## src/rtl/obstacle_pass_scorer.sv

```systemverilog
// Purpose: credits obstacles that pass the player row in another lane, then meters the credits out as spaced score pulses.
// Latency: a credited frame_tick at cycle T raises score_increment at T+2 when idle; pulses repeat every 3 cycles.
// Backpressure: none downstream; credits queue in a saturating counter and excess credits are dropped. Optional: MULTI_PASS_BONUS_EN.
module obstacle_pass_scorer #(
  parameter int NUM_OBST = 4,
  parameter int Y_W      = 7,
  parameter int PLAYER_Y = 100,
  parameter int PEND_W   = 4
) (
  input  logic                  Clock,
  input  logic                  Resetn,
  input  logic                  game_active,
  input  logic                  frame_tick,
  input  logic [NUM_OBST-1:0]   obst_valid,
  input  logic [NUM_OBST*Y_W-1:0] obst_y,
  input  logic [NUM_OBST*2-1:0] obst_lane,
  input  logic [1:0]            player_lane,
  output logic                  score_increment,
  output logic [PEND_W-1:0]     pending,
  output logic                  busy
`ifdef MULTI_PASS_BONUS_EN
  ,
  output logic                  bonus_flag
`endif
);

  localparam int CNT_W = $clog2(NUM_OBST + 1);
  // One extra bit leaves room for the optional bonus credit.
  localparam int ADD_W = CNT_W + 1;
  localparam int SUM_W = ((PEND_W > ADD_W) ? PEND_W : ADD_W) + 1;
  localparam logic [SUM_W-1:0] PEND_MAX = SUM_W'({PEND_W{1'b1}});
  localparam logic [Y_W-1:0]   PLAYER_Y_V = Y_W'(PLAYER_Y);

  typedef enum logic [1:0] {IDLE, PULSE, GAP} state_t;

  state_t              state, state_next;
  logic [NUM_OBST-1:0] passed, passed_next;
  logic [NUM_OBST-1:0] beyond, lane_diff, new_pass, credit;
  logic [CNT_W-1:0]    new_credits;
  logic [ADD_W-1:0]    add_credits;
  logic                bonus_grant;
  logic                sample;
  logic                dec;
  logic [SUM_W-1:0]    sum_wide, pend_wide;
  logic [PEND_W-1:0]   pending_next;

  assign sample = frame_tick & game_active;

  genvar g;
  generate
    for (g = 0; g < NUM_OBST; g++) begin : g_slot
      assign beyond[g]    = obst_y[g*Y_W +: Y_W] > PLAYER_Y_V;
      assign lane_diff[g] = obst_lane[g*2 +: 2] != player_lane;
    end
  endgenerate

  // Per-slot pass detection, once-per-descent flags and credit popcount.
  always_comb begin
    new_pass    = '0;
    credit      = '0;
    passed_next = passed;
    new_credits = '0;
    for (int i = 0; i < NUM_OBST; i++) begin
      new_pass[i] = sample & obst_valid[i] & ~passed[i] & beyond[i];
      credit[i]   = new_pass[i] & lane_diff[i];
      if (sample) begin
        if (!obst_valid[i] || !beyond[i]) passed_next[i] = 1'b0;
        else if (new_pass[i])             passed_next[i] = 1'b1;
      end
      new_credits = new_credits + CNT_W'(credit[i]);
    end
  end

  // Credits added this cycle, including the multi-pass bonus when built in.
  always_comb begin
`ifdef MULTI_PASS_BONUS_EN
    bonus_grant = {1'b0, new_credits} >= ADD_W'(2);
`else
    bonus_grant = 1'b0;
`endif
    add_credits = {1'b0, new_credits} + ADD_W'(bonus_grant);
  end

  // Output FSM next state plus the saturating pending update; dec fires on leaving IDLE.
  always_comb begin
    state_next = state;
    dec        = 1'b0;
    sum_wide   = SUM_W'(pending) + SUM_W'(add_credits);
    case (state)
      IDLE: begin
        if (sum_wide != '0) begin
          dec        = 1'b1;
          state_next = PULSE;
        end
      end
      PULSE:   state_next = GAP;
      GAP:     state_next = IDLE;
      default: state_next = IDLE;
    endcase
    pend_wide    = sum_wide - SUM_W'(dec);
    pending_next = (pend_wide > PEND_MAX) ? PEND_MAX[PEND_W-1:0] : pend_wide[PEND_W-1:0];
  end

  // State registers; reset or an inactive game flushes everything, truncating any pulse.
  always_ff @(posedge Clock) begin
    if (!Resetn || !game_active) begin
      state           <= IDLE;
      pending         <= '0;
      passed          <= '0;
      score_increment <= 1'b0;
    end else begin
      state           <= state_next;
      pending         <= pending_next;
      passed          <= passed_next;
      // Registered copy of PULSE keeps the output glitch-free and one cycle wide.
      score_increment <= (state == PULSE);
    end
  end

`ifdef MULTI_PASS_BONUS_EN
  // Bonus indicator follows the granting tick by one cycle.
  always_ff @(posedge Clock) begin
    if (!Resetn || !game_active) bonus_flag <= 1'b0;
    else                         bonus_flag <= bonus_grant;
  end
`endif

  assign busy = (pending != '0) || (state != IDLE);

endmodule
```

## config.mk

```make
export PLATFORM = sky130hd
export DESIGN_NAME = obstacle_pass_scorer
export DESIGN_NICKNAME = d
export VERILOG_FILES = /design/src/rtl/obstacle_pass_scorer.sv
export SDC_FILE = /design/constraint.sdc
export NUM_CORES = 1
export LEC_CHECK = 0
export ABC_AREA = 1
export ABC_CLOCK_PERIOD_IN_PS = 8630
export BUFFER_PORTS_ARGS = -buffer_cell sky130_fd_sc_hd__buf_2
export CAP_MARGIN = 20
export CELL_PAD_IN_SITES_DETAIL_PLACEMENT = 0
export CELL_PAD_IN_SITES_GLOBAL_PLACEMENT = 2
export CORE_UTILIZATION = 23
export DETAILED_ROUTE_END_ITERATION = 10
export PLACE_DENSITY_LB_ADDON = 0.1
export REMOVE_ABC_BUFFERS = 1
export SETUP_SLACK_MARGIN = 0.5
export SYNTH_ARGS = -nofsm -noshare
export SYNTH_HDL_FRONTEND = slang
export SYNTH_SLANG_ARGS = --single-unit
```

## constraint.sdc

```tcl
create_clock -name Clock -period 8.63 [get_ports Clock]
set_clock_uncertainty 0.15 [all_clocks]
set_input_delay 1.726 -clock Clock [delete_from_list [all_inputs] [get_ports Clock]]
set_output_delay 1.726 -clock Clock [all_outputs]
set_load 0.05 [all_outputs]
```

After elaboration in Yosys (flattened, before gate mapping)
Cells that the tools add are included.

Memories kept: 0. Bits in registers: 11. RAM bits: 0. Logic and storage cells: 85. Bits in latches: 0. Output and inout port bits: 6. Bits in read-only memories: 0.

Add/sub/neg operators: 5. Eq/ne operators: 6. Reductions and logical operators: 28. Muxes and demuxes: 13. Bitwise gates (word level): 21. Multipliers: 0. Shifts and indexed selects: 0. Div/mod/pow operators: 0. Magnitude comparators: 5.

Operators by type and width (count): $gt 7x7->1 const B (4); $and 1x1->1 (17); $logic_not 1->1 (10); $mux 1 (10); $reduce_bool 2->1 (5); $ne 2x2->1 (4); $reduce_and 2->1 (4); $logic_or 1x1->1 (6); $add 4x3->5 (1); $gt 5x4->1 const B (1); $reduce_bool 5->1 (1); $sub 5x1->5 (1); $mux 4 (1); $not 1->1 (4); $pmux 2 s2 (1); $reduce_bool 4->1 (1); $add 2x1->3 (1); $add 3x1->3 (1); $add 1x1->2 (1); $eq 2x1->1 const B (1); $logic_not 2->1 (1); $mux 2 (1); $ne 2x2->1 const B (1).

Logic depth before layout (Yosys ltp)
Depth in word-level cells: 15. Mapped depth: 24.

Least setup slack after synthesis
No wires, ideal clock.

Path kind: in2reg. Start point: in player_lane[0]. End point: reg pending[3]. Cell stages on the path: 23. Required time: 8371 ps. Path slack: 3437 ps. Arrival time: 4934 ps. Path buffers: 1. Cells stage by stage: clkbuf_1 -> xnor2_1 -> a21oi_1 -> nand3_1 -> fa_1 -> fa_1 -> fa_1 -> inv_1 -> nand3_1 -> nand2_1 -> nor2_1 -> nand2_1 -> nand2_1 -> inv_1 -> ha_1 -> ha_1 -> inv_1 -> nor2_4 -> nand3_2 -> nand2_2 -> nand3_1 -> nand2_1 -> inv_1.

Longest elaborated chain between the ends: 12. Elaborated cells between the ends (all ways): 18.

RTL lines: start: declaration (RTL line 17) `input logic [1:0] player_lane,`; $ne 2x2->1 (RTL line 53) `assign lane_diff[g] = obst_lane[g*2 +: 2] != player_lane;`; $and 1x1->1 (RTL line 65) `credit[i] = new_pass[i] & lane_diff[i];`; $add 1x1->2 (RTL line 70) `new_credits = new_credits + CNT_W'(credit[i]);`; $add 2x1->3 (RTL line 70); $add 3x1->3 (*) (RTL line 70); $add 4x3->5 (*) (RTL line 88) `sum_wide = SUM_W'(pending) + SUM_W'(add_credits);`; $reduce_bool 5->1 (RTL line 91) `if (sum_wide != '0) begin`; $mux 1 (RTL line 91); $mux 1 (RTL line 89) `case (state)`; $sub 5x1->5 (*) (RTL line 100) `pend_wide = sum_wide - SUM_W'(dec);`; $gt 5x4->1 (RTL line 101) `pending_next = (pend_wide > PEND_MAX) ? PEND_MAX[PEND_W-1:0] : pend_wide[PEND_W-1:0];`; $mux 4 (*) (RTL line 101); end signal: assignment (RTL line 113) `pending <= pending_next;`; end: declaration (RTL line 19) `output logic [PEND_W-1:0] pending,`.

Mark *: on every way between the ends. The rest lies on a longest branch, timed or not. A chain may end at the register's enable or synchronous reset.

Worst setup path in the final report
Start point: in game_active. End point: reg pending[1].

Longest elaborated chain between the ends: 15. Elaborated cells between the ends (all ways): 29.

RTL lines: start: declaration (RTL line 12) `input logic game_active,`; $and 1x1->1 (RTL line 47) `assign sample = frame_tick & game_active;`; $and 1x1->1 (3 in series) (RTL line 64) `new_pass[i] = sample & obst_valid[i] & ~passed[i] & beyond[i];`; $and 1x1->1 (RTL line 65); $add 1x1->2 (RTL line 70); $add 2x1->3 (RTL line 70); $add 3x1->3 (RTL line 70); $add 4x3->5 (RTL line 88); $reduce_bool 5->1 (RTL line 91); $mux 1 (RTL line 91); $mux 1 (RTL line 89); $sub 5x1->5 (RTL line 100); $gt 5x4->1 (RTL line 101); $mux 4 (RTL line 101).

Several ways; a longest one is shown, not always the timed one.

==> results.py <==
metrics = {
    "flow_run": {
        "cap_violations": 0,
    },
    "hold_path": {
        "min_path_type": "register to register",
    },
    "floorplanning": {
        "initial_utilization": 0.240,
        "ios": 52,
        "core_area_um2": 3660,
        "num_rows": 22,
        "die_w_um": 63.8,
        "die_h_um": 63.8,
        "die_area_um2": 4060,
    },
    "detailed_routing": {
        "route.met2.wl_um": 926,
        "via_count": 971,
        "m1WireLength_um": 1040,
        "routedWlPerCell_um": 9.33,
        "totalWireLength_um": 2110,
        "route.met3.wl_um": 138,
        "viasPerCell": 4.30,
        "ant_nets": 0,
        "drt-initial-drc-count": 20,
        "drt_first_pass_iters": 4,
        "remaining_drc_errors": 0,
        "top_layer_used": "met3",
    },
    "power": {
        "p_seq_frac": 0.215,
        "power.switching_mw": 0.170,
        "comb_power_share": 0.639,
        "swShare": 0.498,
        "p_leak_nw": 0.643,
        "power.share.clock": 0.146,
        "ir_worst_vdd_mv": 0.124,
        "internal_power_mw": 0.172,
        "p_per_area_nw_per_um2": 278,
    },
    "sta": {
        "max_slew_margin": 0.800,
        "fin_tns_setup_ps": 0,
        "tightestPinTransition_ps": 300,
        "max_freq_mhz": 192,
        "finalHoldViolations": 0,
        "timing.hold.ws_ps": 289,
        "period_share": 0.604,
        "finalSetupViolCount": 0,
        "period_needed_ps": 5210,
        "slew_violations": 0,
        "grt_setup_unrepaired": "false",
    },
    "place": {
        "dp_hpwl_um": 1840,
        "io_buffers": 51,
        "place.gp.congestion": 0.815,
    },
    "synthesis": {
        "synth_cell_types": 20,
        "synth-warning-count": 0,
        "synth-seq-cells": 11,
        "syn_inst": 125,
        "syn_avg_cell_area_um2": 7.02,
        "synth_area_um2": 877,
        "ys_seq_area_frac": 0.251,
    },
    "critical_path": {
        "crit_arrival_ps": 5190,
        "critical_path_class": "primary input to register",
        "endpoint_kind": "register",
        "worstPathRequired_ps": 8610,
        "start_kind": "primary input",
        "crit_fanout": 7,
    },
    "global_routing": {
        "grt_pass1_vias": 932,
        "grt_max_degree": 8,
        "grt_pass1_wl_um": 3660,
        "grt_antenna_before_repair": 0,
        "grt_remaining_overflow": 0,
        "track_usage": 0.113,
    },
    "clock_tree": {
        "clkTransAtPathRegs_ps": 50,
        "ctsHoldBuffers": 0,
        "htreeDepth": 1,
        "clock_sinks": 11,
        "clockBufferDepth": 2,
        "cts.repair.resized": 0,
        "clockRootBuffer": "clkbuf_8",
        "clk_latency_ps": 230,
        "cts_tree": "done",
        "numCtsBuffers": 3,
        "post_cts_buffers": 0,
    },
    "outcome": {
        "outcome": "finished, final reports clean",
    },
    "cells_and_area": {
        "syn2layout_area_growth_pct": 40.2,
        "drive_gt1_frac": 0.365,
        "final_cell_mix": "51 x buf_2, 21 x nand2_1, 18 x inv_1, 16 x nand3_1, 11 x dfxtp_1",
        "diodes": 0,
        "layout.nets": 231,
        "final_common_cell": "buf_2",
        "fillCellCount": 397,
    },
}
==> power groups by stage <==
stage / clock, mW / sequential (mW) / combinational (mW)
floorplan: 0 / 0.100 / 0.144
global placement: 0 / 0.0755 / 0.221
detailed placement: 0 / 0.0751 / 0.221
CTS: 0.0526 / 0.0741 / 0.222
global route: 0.0564 / 0.0760 / 0.247
finish: 0.0501 / 0.0735 / 0.219
==> layout make-up <==
cell class / instances / area [µm²] / share of cell area
clock buffers: 4 / 45.0 / 0.0366
multi-input cells: 93 / 578 / 0.470
flip-flops and latches: 11 / 220 / 0.179
well taps: 48 / 60.1 / 0.0488
repair buffers: 51 / 255 / 0.208
inverters: 19 / 71.3 / 0.0580
==> kinds of logic (layout without fill, tap and decap cells) <==
logic type / after synthesis / after routing / share of synthesized area
compound gates: 13 / 13 / 0.0742
xor+xnor: 9 / 9 / 0.0899
fa+ha+maj: 6 / 6 / 0.111
buf+inv: 21 / 74 / 0.0899
flops: 11 / 11 / 0.251
simple gates: 65 / 65 / 0.384
==> sequential cells by signal (all words and copies together), names as in the netlist <==
name             flops
score_increment      1
state                2
pending              4
passed               4
==> per-stage QoR <==
step	instances	total power, mW	setup WS, ps	utilization	area (µm²)
floorplan	123	0.244	3600	-	870
global placement	222	0.297	3190	0.324	1180
detailed placement	222	0.296	3150	0.324	1180
CTS	226	0.348	3390	0.336	1230
global route	226	0.380	3040	0.336	1230
finish	226	0.343	3420	0.336	1230
==> critical path, cell delays in order <==
cell     delay, ps
buf_2          100
nand2_1        170
nor2_1         200
nand3_1        130
fa_1           500
fa_1           470
fa_1           410
inv_1          130
nand3_1        160
nand2_1        100
nor2_1          40
nand2_1         50
nand2_1         60
inv_1           60
ha_1           190
ha_1           160
inv_1           70
nor2_4         130
nand3_2         80
nand2_2         70
nand3_1         90
nand2_1         60
inv_1           40
==> Yosys cell counts <==
| library cell | n | area, µm² |
|---|---|---|
| xor2_1 | 1 | 8.76 |
| nand3_1 | 16 | 80.1 |
| nand2_4 | 2 | 22.5 |
| nand2_2 | 5 | 31.3 |
| nand4_1 | 3 | 18.8 |
| xnor2_1 | 8 | 70.1 |
| and3_1 | 1 | 6.26 |
| nor2_4 | 1 | 11.3 |
| nor2_1 | 10 | 37.5 |
| nand3_2 | 2 | 20.0 |
| ha_1 | 3 | 37.5 |
| nand2_1 | 21 | 78.8 |
| nand3b_1 | 4 | 30.0 |
| o21ai_0 | 4 | 20.0 |
| inv_1 | 18 | 67.6 |
| clkbuf_1 | 2 | 7.51 |
| inv_2 | 1 | 3.75 |
| fa_1 | 3 | 60.1 |
| dfxtp_1 | 11 | 220 |
| a21oi_1 | 9 | 45.0 |
==> worst paths after layout <==
check / start / endpoint / slack (ps) / depth (start not counted)
min reg2reg: state[1] / state[1] / 290 / 1
max: game_active / pending[1] / 3420 / 23
min: state[1] / state[1] / 290 / 1
max reg2reg: passed[2] / pending[1] / 4980 / 21
==> per-layer routing <==
metal / track usage / up-vias
li1: - / 510
met1: 0.136 / 427
met2: 0.201 / 34
met3: 0.0286 / 0
met4: 0.0256 / 0
met5: 0 / -
(Power assumes the default switching activity.)
